==> src/rtl/ram_responder.sv <==
// Byte-addressed RAM slave answering MFA/MOC handshakes with big-endian byte,
// halfword, word and two-beat doubleword transfers moved one byte per cycle.
module ram_responder #(
    parameter int ADDR_W = 8,
    parameter int WAIT   = 2
) (
    input  logic              clk,
    input  logic              reset,
    input  logic              MFA,
    input  logic              L,
    input  logic              D,
    input  logic [1:0]        WB,
    input  logic              S,
    input  logic [ADDR_W-1:0] Address,
    input  logic [31:0]       DataIn,
    output logic [31:0]       DataOut,
    output logic              MOC
);

    localparam int DEPTH = 1 << ADDR_W;
    localparam int WCW   = (WAIT > 1) ? $clog2(WAIT) : 1;
    localparam logic [WCW-1:0] WAIT_LAST = WCW'((WAIT > 0) ? WAIT - 1 : 0);

    typedef enum logic [2:0] {
        S_IDLE,
        S_WAIT,
        S_XFER,
        S_DONE,
        S_GAP,
        S_HOLD
    } state_t;

    state_t            state, nextState;
    logic [7:0]        mem [DEPTH];
    logic [ADDR_W-1:0] baseAddr, curAddr;
    logic              isLoad, isDouble, signExt, beat;
    logic [1:0]        sizeSel;
    logic [31:0]       storeData;
    logic [23:0]       loadShift;
    logic [WCW-1:0]    waitCnt;
    logic [1:0]        byteIdx, lastIdx, bytePos;
    logic [7:0]        rdByte, wrByte;
    logic [31:0]       loadWord, loadExt;
    logic              lastByte, mocNext;

    // Doubleword beats are always four bytes, whatever WB says.
    always_comb begin
        lastIdx = 2'd1;
        if (isDouble || sizeSel[1])
            lastIdx = 2'd3;
        else if (sizeSel[0])
            lastIdx = 2'd0;
    end

    always_comb begin
        curAddr  = baseAddr + ADDR_W'(byteIdx);
        bytePos  = lastIdx - byteIdx;
        rdByte   = mem[curAddr];
        wrByte   = storeData[{bytePos, 3'b000} +: 8];
        lastByte = (byteIdx == lastIdx);
        loadWord = {loadShift, rdByte};
        case (lastIdx)
            2'd0:    loadExt = signExt ? {{24{loadWord[7]}}, loadWord[7:0]}
                                       : {24'h0, loadWord[7:0]};
            2'd1:    loadExt = signExt ? {{16{loadWord[15]}}, loadWord[15:0]}
                                       : {16'h0, loadWord[15:0]};
            default: loadExt = loadWord;
        endcase
    end

    always_ff @(posedge clk or posedge reset) begin
        if (reset)
            state <= S_IDLE;
        else
            state <= nextState;
    end

    always_comb begin
        nextState = state;
        case (state)
            S_IDLE: if (MFA) nextState = (WAIT == 0) ? S_XFER : S_WAIT;
            S_WAIT: if (waitCnt == WAIT_LAST) nextState = S_XFER;
            S_XFER: if (lastByte) nextState = S_DONE;
            S_DONE: begin
                if (isDouble && !beat)
                    nextState = S_GAP;
                else if (MFA)
                    nextState = S_HOLD;
                else
                    nextState = S_IDLE;
            end
            S_GAP:  nextState = S_XFER;
            S_HOLD: if (!MFA) nextState = S_IDLE;
            default: nextState = S_IDLE;
        endcase
        mocNext = (nextState == S_DONE) || (nextState == S_HOLD);
    end

    // Request capture, beat sequencing and the registered handshake outputs.
    always_ff @(posedge clk or posedge reset) begin
        if (reset) begin
            baseAddr  <= '0;
            isLoad    <= 1'b0;
            isDouble  <= 1'b0;
            signExt   <= 1'b0;
            sizeSel   <= 2'b00;
            storeData <= 32'h0;
            loadShift <= 24'h0;
            waitCnt   <= '0;
            byteIdx   <= 2'd0;
            beat      <= 1'b0;
            DataOut   <= 32'h0;
            MOC       <= 1'b0;
        end else begin
            MOC <= mocNext;
            case (state)
                S_IDLE: begin
                    if (MFA) begin
                        baseAddr  <= Address;
                        isLoad    <= L;
                        isDouble  <= D;
                        sizeSel   <= WB;
                        signExt   <= S;
                        storeData <= DataIn;
                        waitCnt   <= '0;
                        byteIdx   <= 2'd0;
                        beat      <= 1'b0;
                    end
                end
                S_WAIT: waitCnt <= waitCnt + WCW'(1);
                S_XFER: begin
                    loadShift <= loadWord[23:0];
                    byteIdx   <= lastByte ? 2'd0 : byteIdx + 2'd1;
                    if (isLoad && lastByte)
                        DataOut <= loadExt;
                end
                S_GAP: begin
                    storeData <= DataIn;
                    baseAddr  <= baseAddr + ADDR_W'(4);
                    byteIdx   <= 2'd0;
                    beat      <= 1'b1;
                end
                default: ;
            endcase
        end
    end

    // Storage has no reset; a reset only stops further writes via the state.
    always_ff @(posedge clk) begin
        if (state == S_XFER && !isLoad)
            mem[curAddr] <= wrByte;
    end

endmodule

==> config.mk <==
export PLATFORM = sky130hd
export DESIGN_NAME = ram_responder
export DESIGN_NICKNAME = d
export VERILOG_FILES = /design/src/rtl/ram_responder.sv
export SDC_FILE = /design/constraint.sdc
export NUM_CORES = 2
export LEC_CHECK = 0
export ABC_AREA = 1
export ABC_CLOCK_PERIOD_IN_PS = 18320
export CORE_MARGIN = 2
export CORE_UTILIZATION = 50
export CTS_CLUSTER_SIZE = 12
export DETAILED_ROUTE_END_ITERATION = 8
export GPL_ROUTABILITY_DRIVEN = 0
export PLACE_DENSITY = 0.74
export SLEW_MARGIN = 20
export SYNTH_ARGS = -nofsm -noshare
export SYNTH_HDL_FRONTEND = slang
export SYNTH_SLANG_ARGS = --single-unit
==> constraint.sdc <==
create_clock -name clk -period 18.32 [get_ports clk]
set_clock_uncertainty 0.05 [all_clocks]
set_input_delay 2.748 -clock clk [delete_from_list [all_inputs] [get_ports clk]]
set_output_delay 2.748 -clock clk [all_outputs]
set_load 0.1 [all_outputs]
======== After elaboration in Yosys (flattened, before gate mapping) ========
Memory sizes are Yosys's and may differ from the RTL's.
Index checks and enable logic that the tools add are counted.
word-level totals
  register bits after elaboration ......... 109
  bits in writable memories ............... 2048
  input port bits ......................... 48
  output and inout port bits .............. 33
  logic and storage cells ................. 71
  memories ................................ 1
memory list
  memory  depth  bits a word  read ports  clocked after memory_dff  wr ports  RTL line  RTL
  mem     256    8            1           0                         1         34        logic [7:0] mem [DEPTH];
operators by class
  $add $sub $neg .......................... 5
  equal/unequal tests ..................... 10
  shifts and indexed selects .............. 1
  muxes and demuxes ....................... 24
  reduce and logical (&&, ||, !) cells .... 17
operator list
  cell                                                                   count
  32-bit one-hot mux with 2 select lines                                 2
  32-bit 2-to-1 mux                                                      3
  32-bit by 6-bit variable part select with 8-bit output                 1
  3-bit 2-to-1 mux                                                       6
  3-bit one-hot mux with 6 select lines                                  1
  8-bit one-hot mux with 2 select lines                                  1
  2-bit AND reduction                                                    5
  3-bit by 2-bit equality test with 1-bit output, second input constant  3
  3-bit equality test, second input constant                             3
  8-bit by 2-bit adder with 8-bit output                                 1
  8-bit by 3-bit adder with 8-bit output, second input constant          1
  8-bit 2-to-1 mux                                                       1
  2-bit 2-to-1 mux                                                       3
  2-bit one-hot mux with 3 select lines                                  1
  1-bit 2-to-1 mux                                                       4
  1-bit one-hot mux with 2 select lines                                  2
  2-bit nonzero test                                                     2
  3-bit by 1-bit equality test with 1-bit output, second input constant  1
  1-bit logical AND                                                      3
  3-bit logical NOT                                                      1
  3-bit nonzero test                                                     1
  2-bit by 1-bit adder with 2-bit output, second input constant          1
  2-bit by 1-bit equality test with 1-bit output, second input constant  1
  2-bit equality test                                                    1
  other kinds (6)                                                        8

======== Logic depth before layout (Yosys ltp) ========
  depth in word-level cells ............... 7
  mapped depth ............................ 22
  mapped depth without buffers ............ 19

======== Least setup slack after synthesis ========
Ideal clock, no wire load.
  kind .................................... register to register
  start point ............................. reg isDouble
  end point ............................... mem mem[0][0], data pin
  library setup time ...................... 2.188 ns
  data arrival time ....................... 11.394 ns
  data required time ...................... 16.082 ns
  path slack .............................. 4.688 ns
  cell stages (with the launch flop) ...... 8
  path through ............................ dfrtp_1 -> nor2_1 -> clkinv_1 -> nor2_1 -> ha_1 -> buf_2 -> mux2i_1 -> o21ai_0
on the way
  word-level cells in the longest chain between the ends .. 4
RTL lines
  item                                                    RTL line  RTL
  start, declared                                         36        logic isLoad, isDouble, signExt, beat;
  start signal, assigned                                  104       isDouble <= 1'b0;
  start signal, assigned                                  121       isDouble <= D;
  1-bit logical OR                                        49        if (isDouble || sizeSel[1])
  2-bit 2-to-1 mux                                        49
  2-bit subtractor                                        57        bytePos = lastIdx - byteIdx;
  32-bit by 6-bit variable part select with 8-bit output  59        wrByte = storeData[{bytePos, 3'b000} +: 8];
  net wrByte[0]                                           42        logic [7:0] rdByte, wrByte;
  end, declared                                           34
The timed path passes the listed nets, and every way through them passes these cells.

======== Worst setup path after layout ========
  start point ............................. reg byteIdx[0]
  end point ............................... reg DataOut[30]
on the way
  word-level cells in the longest chain between the ends .. 4
  elaborated cells between the ends (all ways) .. 7
RTL lines
  item                                    RTL line  RTL
  start, declared                         41        logic [1:0] byteIdx, lastIdx, bytePos;
  start signal, assigned                  133       byteIdx <= lastByte ? 2'd0 : byteIdx + 2'd1;
  8-bit by 2-bit adder with 8-bit output  56        curAddr = baseAddr + ADDR_W'(byteIdx);
  memory read 256 x 8 bit                 n/a
  32-bit 2-to-1 mux                       63        2'd0: loadExt = signExt ? {{24{loadWord[7]}}, loadWord[7:0]}
  32-bit one-hot mux with 2 select lines  62        case (lastIdx)
  end signal, assigned                    135       DataOut <= loadExt;
  end, declared                           16        output logic [31:0] DataOut,
Several ways; a longest one is shown, not always the timed one.
A chain may end at the register's enable or synchronous reset.

==> metrics.txt <==
TritonCTS clock tree built; dominant cell by count in the synthesized netlist sky130_fd_sc_hd__edfxtp_1; overall fraction of global-route tracks in use 26.42%; Final period util 31.11%; number of port buffers 80; setup slack after layout 12.62 ns; share of synthesized cell area in full adder, half adder and majority cells 0.08336%; final-layout fill cell count 12,910; Iteration-0 DRC Markers 8,859; Primary FF master, synth sky130_fd_sc_hd__edfxtp_1; required arrival time at the worst endpoint 19.05 ns; Clock transition at path regs 0.07 ns; Setup Fix Bufs, Post-CTS 0; Skew-Pair Late Insertion Delay 0.86 ns; top cell types by occurrence after synthesis sky130_fd_sc_hd__edfxtp_1, sky130_fd_sc_hd__nand2_1, sky130_fd_sc_hd__nor2_1; run status finished with violations; Async SR Flop Fraction 5.053%; highest-delay cell along the critical path sky130_fd_sc_hd__buf_4; number of antenna violations at the first check in global routing 7; slew at the pin with the worst max-slew slack 1.575 ns; sequential cell area 64,230 um2; root cell of the clock tree sky130_fd_sc_hd__clkbuf_16; remaining routing DRC violations 0; share of post-route cells with drive strength above 1 5.959%; Worst Hold Margin 0.4305 ns; final WL 230,400 um; Critical Path AT 6.42 ns; dominant combinational cell family by area after synthesis simple AND/OR/NAND/NOR gates; post-synthesis sequential area ratio 76.41%; routed via count 54,120; number of rows created at floorplan 150; die area 171,400 um2; post-detailed-route wirelength per cell 26.07 um; Worst setup EP type register; largest net degree at the start of global routing 230; number of buffers and inverters on the critical path 4; element type at the critical path start register; Syn-to-layout area delta 10.43%; max-cap violation count 0; type of the setup path with the least slack register to register; ordered list of cells on the worst path ha_2 > buf_4 > inv_4 > nand2_4 > buf_4 > nor2_1 > nor2_1 > nand3_1 > nand3_1 > nand2_1 > nand2_1 > nand2_1 > nor2_1 > nor2_1 > nor2_2 > nand3_2 > nand3_1 > nand2_1 > inv_1; global route total overflow 0; dominant cell type by area after synthesis sky130_fd_sc_hd__edfxtp_1; horizontal die dimension 414.0 um; number of setup violations in the final report 0; placed wire-length estimate 129,800 um; total negative setup slack 0 ns; clock tree sinks 2,157; hold buffer count at CTS 0; multiplexer share of the synthesized area 0.09527%; number of distinct library cells after synthesis 42; worst slew margin relative to its limit -4.998%; vias in the first global route 51,610; count of flip-flops with a built-in enable after synthesis 2,048; drt pass-1 iters 7; number of nets with antenna violations after routing 0; setup slack, reg-to-reg 12.62 ns; area share of and/or/nand/nor cells after synthesis 15.70%; number of nets produced by synthesis 6,550; post-synthesis share of cell area spent on xor and xnor gates 0.1459%; Max stage delay on crit path 0.75 ns; die boundary height 414.0 um; minimum clock period 5.699 ns; Longest Clk Path Bufs 3; area of the core 167,000 um2; number of cells traversed by the worst register-to-register path 19; top post-synthesis cells by area sky130_fd_sc_hd__edfxtp_1, sky130_fd_sc_hd__nand2_1, sky130_fd_sc_hd__a22oi_1, sky130_fd_sc_hd__dfrtp_1, sky130_fd_sc_hd__nand3_1; Initial Util 50.32%; Hold Fails Final Rpt 0; maximum fanout along the worst path 42; fraction of the mapped netlist area in compound gates 4.969%; per-cell via count in the routed design 6.123; mapped cell area 84,060 um2; Mean Syn Cell Area 12.94 um2; I/O pin total 81; max-slew violations 69; Post-Synthesis Cells 6,497; reg2reg start byteIdx[0]; violated checks max-slew violations; delay-heaviest family, CP simple AND/OR/NAND/NOR gates; Yosys top cell area share 73.16%; wire length of the first global-routing pass 339,500 um; worst hold endpoint storeData[28]; area of combinational cells with multiple inputs 17,860 um2; number of H-tree levels 4; quantity of gates resized following cts 0; worst reg2reg endpoint DataOut[30]; placement-stage worst setup slack 12.72 ns; number of CTS-inserted buffers 204; maximum clock frequency 175.5 MHz; fin nets 6,569; RSZ-0062 raised after global routing false; Yosys Warn Count 0; cell depth of the worst hold path 2; class of the most critical hold timing path register to register; register bit count reported by yosys 2,157; worst hold path startpoint storeData[28]
cell usage in the layout (no fill, tap or decap), types with 10 or more instances in the layout:
master                               n
sky130_fd_sc_hd__nor2_1            625
sky130_fd_sc_hd__nand2_1          1930
sky130_fd_sc_hd__o21ai_1            14
sky130_fd_sc_hd__a31oi_1            17
sky130_fd_sc_hd__nand3_1           478
sky130_fd_sc_hd__edfxtp_1         2048
sky130_fd_sc_hd__clkdlybuf4s50_1    78
sky130_fd_sc_hd__clkbuf_16         205
sky130_fd_sc_hd__clkinv_1           13
sky130_fd_sc_hd__a21oi_1            44
sky130_fd_sc_hd__buf_4              69
sky130_fd_sc_hd__buf_12             12
sky130_fd_sc_hd__nand4_1           152
sky130_fd_sc_hd__o21ai_0            60
sky130_fd_sc_hd__a22oi_1           422
sky130_fd_sc_hd__or2_2              17
sky130_fd_sc_hd__inv_2              10
sky130_fd_sc_hd__dfrtp_1           109
sky130_fd_sc_hd__clkbuf_1           81
sky130_fd_sc_hd__inv_1             125
cell type report:
cell class | count | area share [%]
flip-flops and latches | 2157 | 69.19
repair buffers | 163 | 1.777
multi-input cells | 3845 | 19.24
clock buffers | 292 | 5.943
clock inverters | 27 | 0.2548
diodes | 6 | 0.01617
well taps | 2204 | 2.971
inverters | 145 | 0.6052
registers in the layout, summed over array words and instances (netlist names), 2 cells and up:
signal / count
sizeSel: 2
byteIdx: 2
DataOut: 32
baseAddr: 8
state: 3
mem: 2048
loadShift: 24
storeData: 32
stage by stage:
step / area [um2] / util (%) / cells
CTS: 92700 / 55.49 / 8829
floorplan: 84060 / - / 6497
global route: 92810 / 55.56 / 8834
global placement: 86940 / 52.05 / 8510
detailed placement: 86940 / 52.05 / 8510
finish: 92830 / 55.57 / 8839
metal layers:
metal	global-route usage (%)	wire length, um	vias up
met2	39.37	102700	3858
li1	-	-	23200
met5	0	38	-
met3	7.198	30460	695
met1	35.92	84500	26350
met4	13.37	12770	6
worst max path at each step:
stage,startpoint,slack [ns],cells after the start,endpoint
2_1_floorplan,isDouble,4.69,7,mem[0][0]
6_report,byteIdx[0],12.62,19,DataOut[30]
5_1_grt,isDouble,12.47,16,DataOut[17]
4_1_cts,byteIdx[0],12.86,19,DataOut[30]
3_5_place_dp,MFA,12.72,6,storeData[9]
3_3_place_gp,MFA,12.91,6,baseAddr[4]
tightest hold or removal path, cell delays in order (launching register included):
cell,delay (ns)
sky130_fd_sc_hd__dfrtp_1,0.35
sky130_fd_sc_hd__nand2_1,0.05
sky130_fd_sc_hd__nand2_1,0.05
logic make-up (layout without fill, tap and decap cells):
family          count (synthesis)  in the layout
buf+inv                       495            627
xor+xnor                       11             11
compound gates                593            593
simple gates                 3228           3228
other cells                     0              6
fa+ha+maj                       5              5
flops                        2157           2157
mux                             8              8
Power is not shown: default switching activity piles up to over one toggle a cycle in this logic, so the estimate is an artifact.
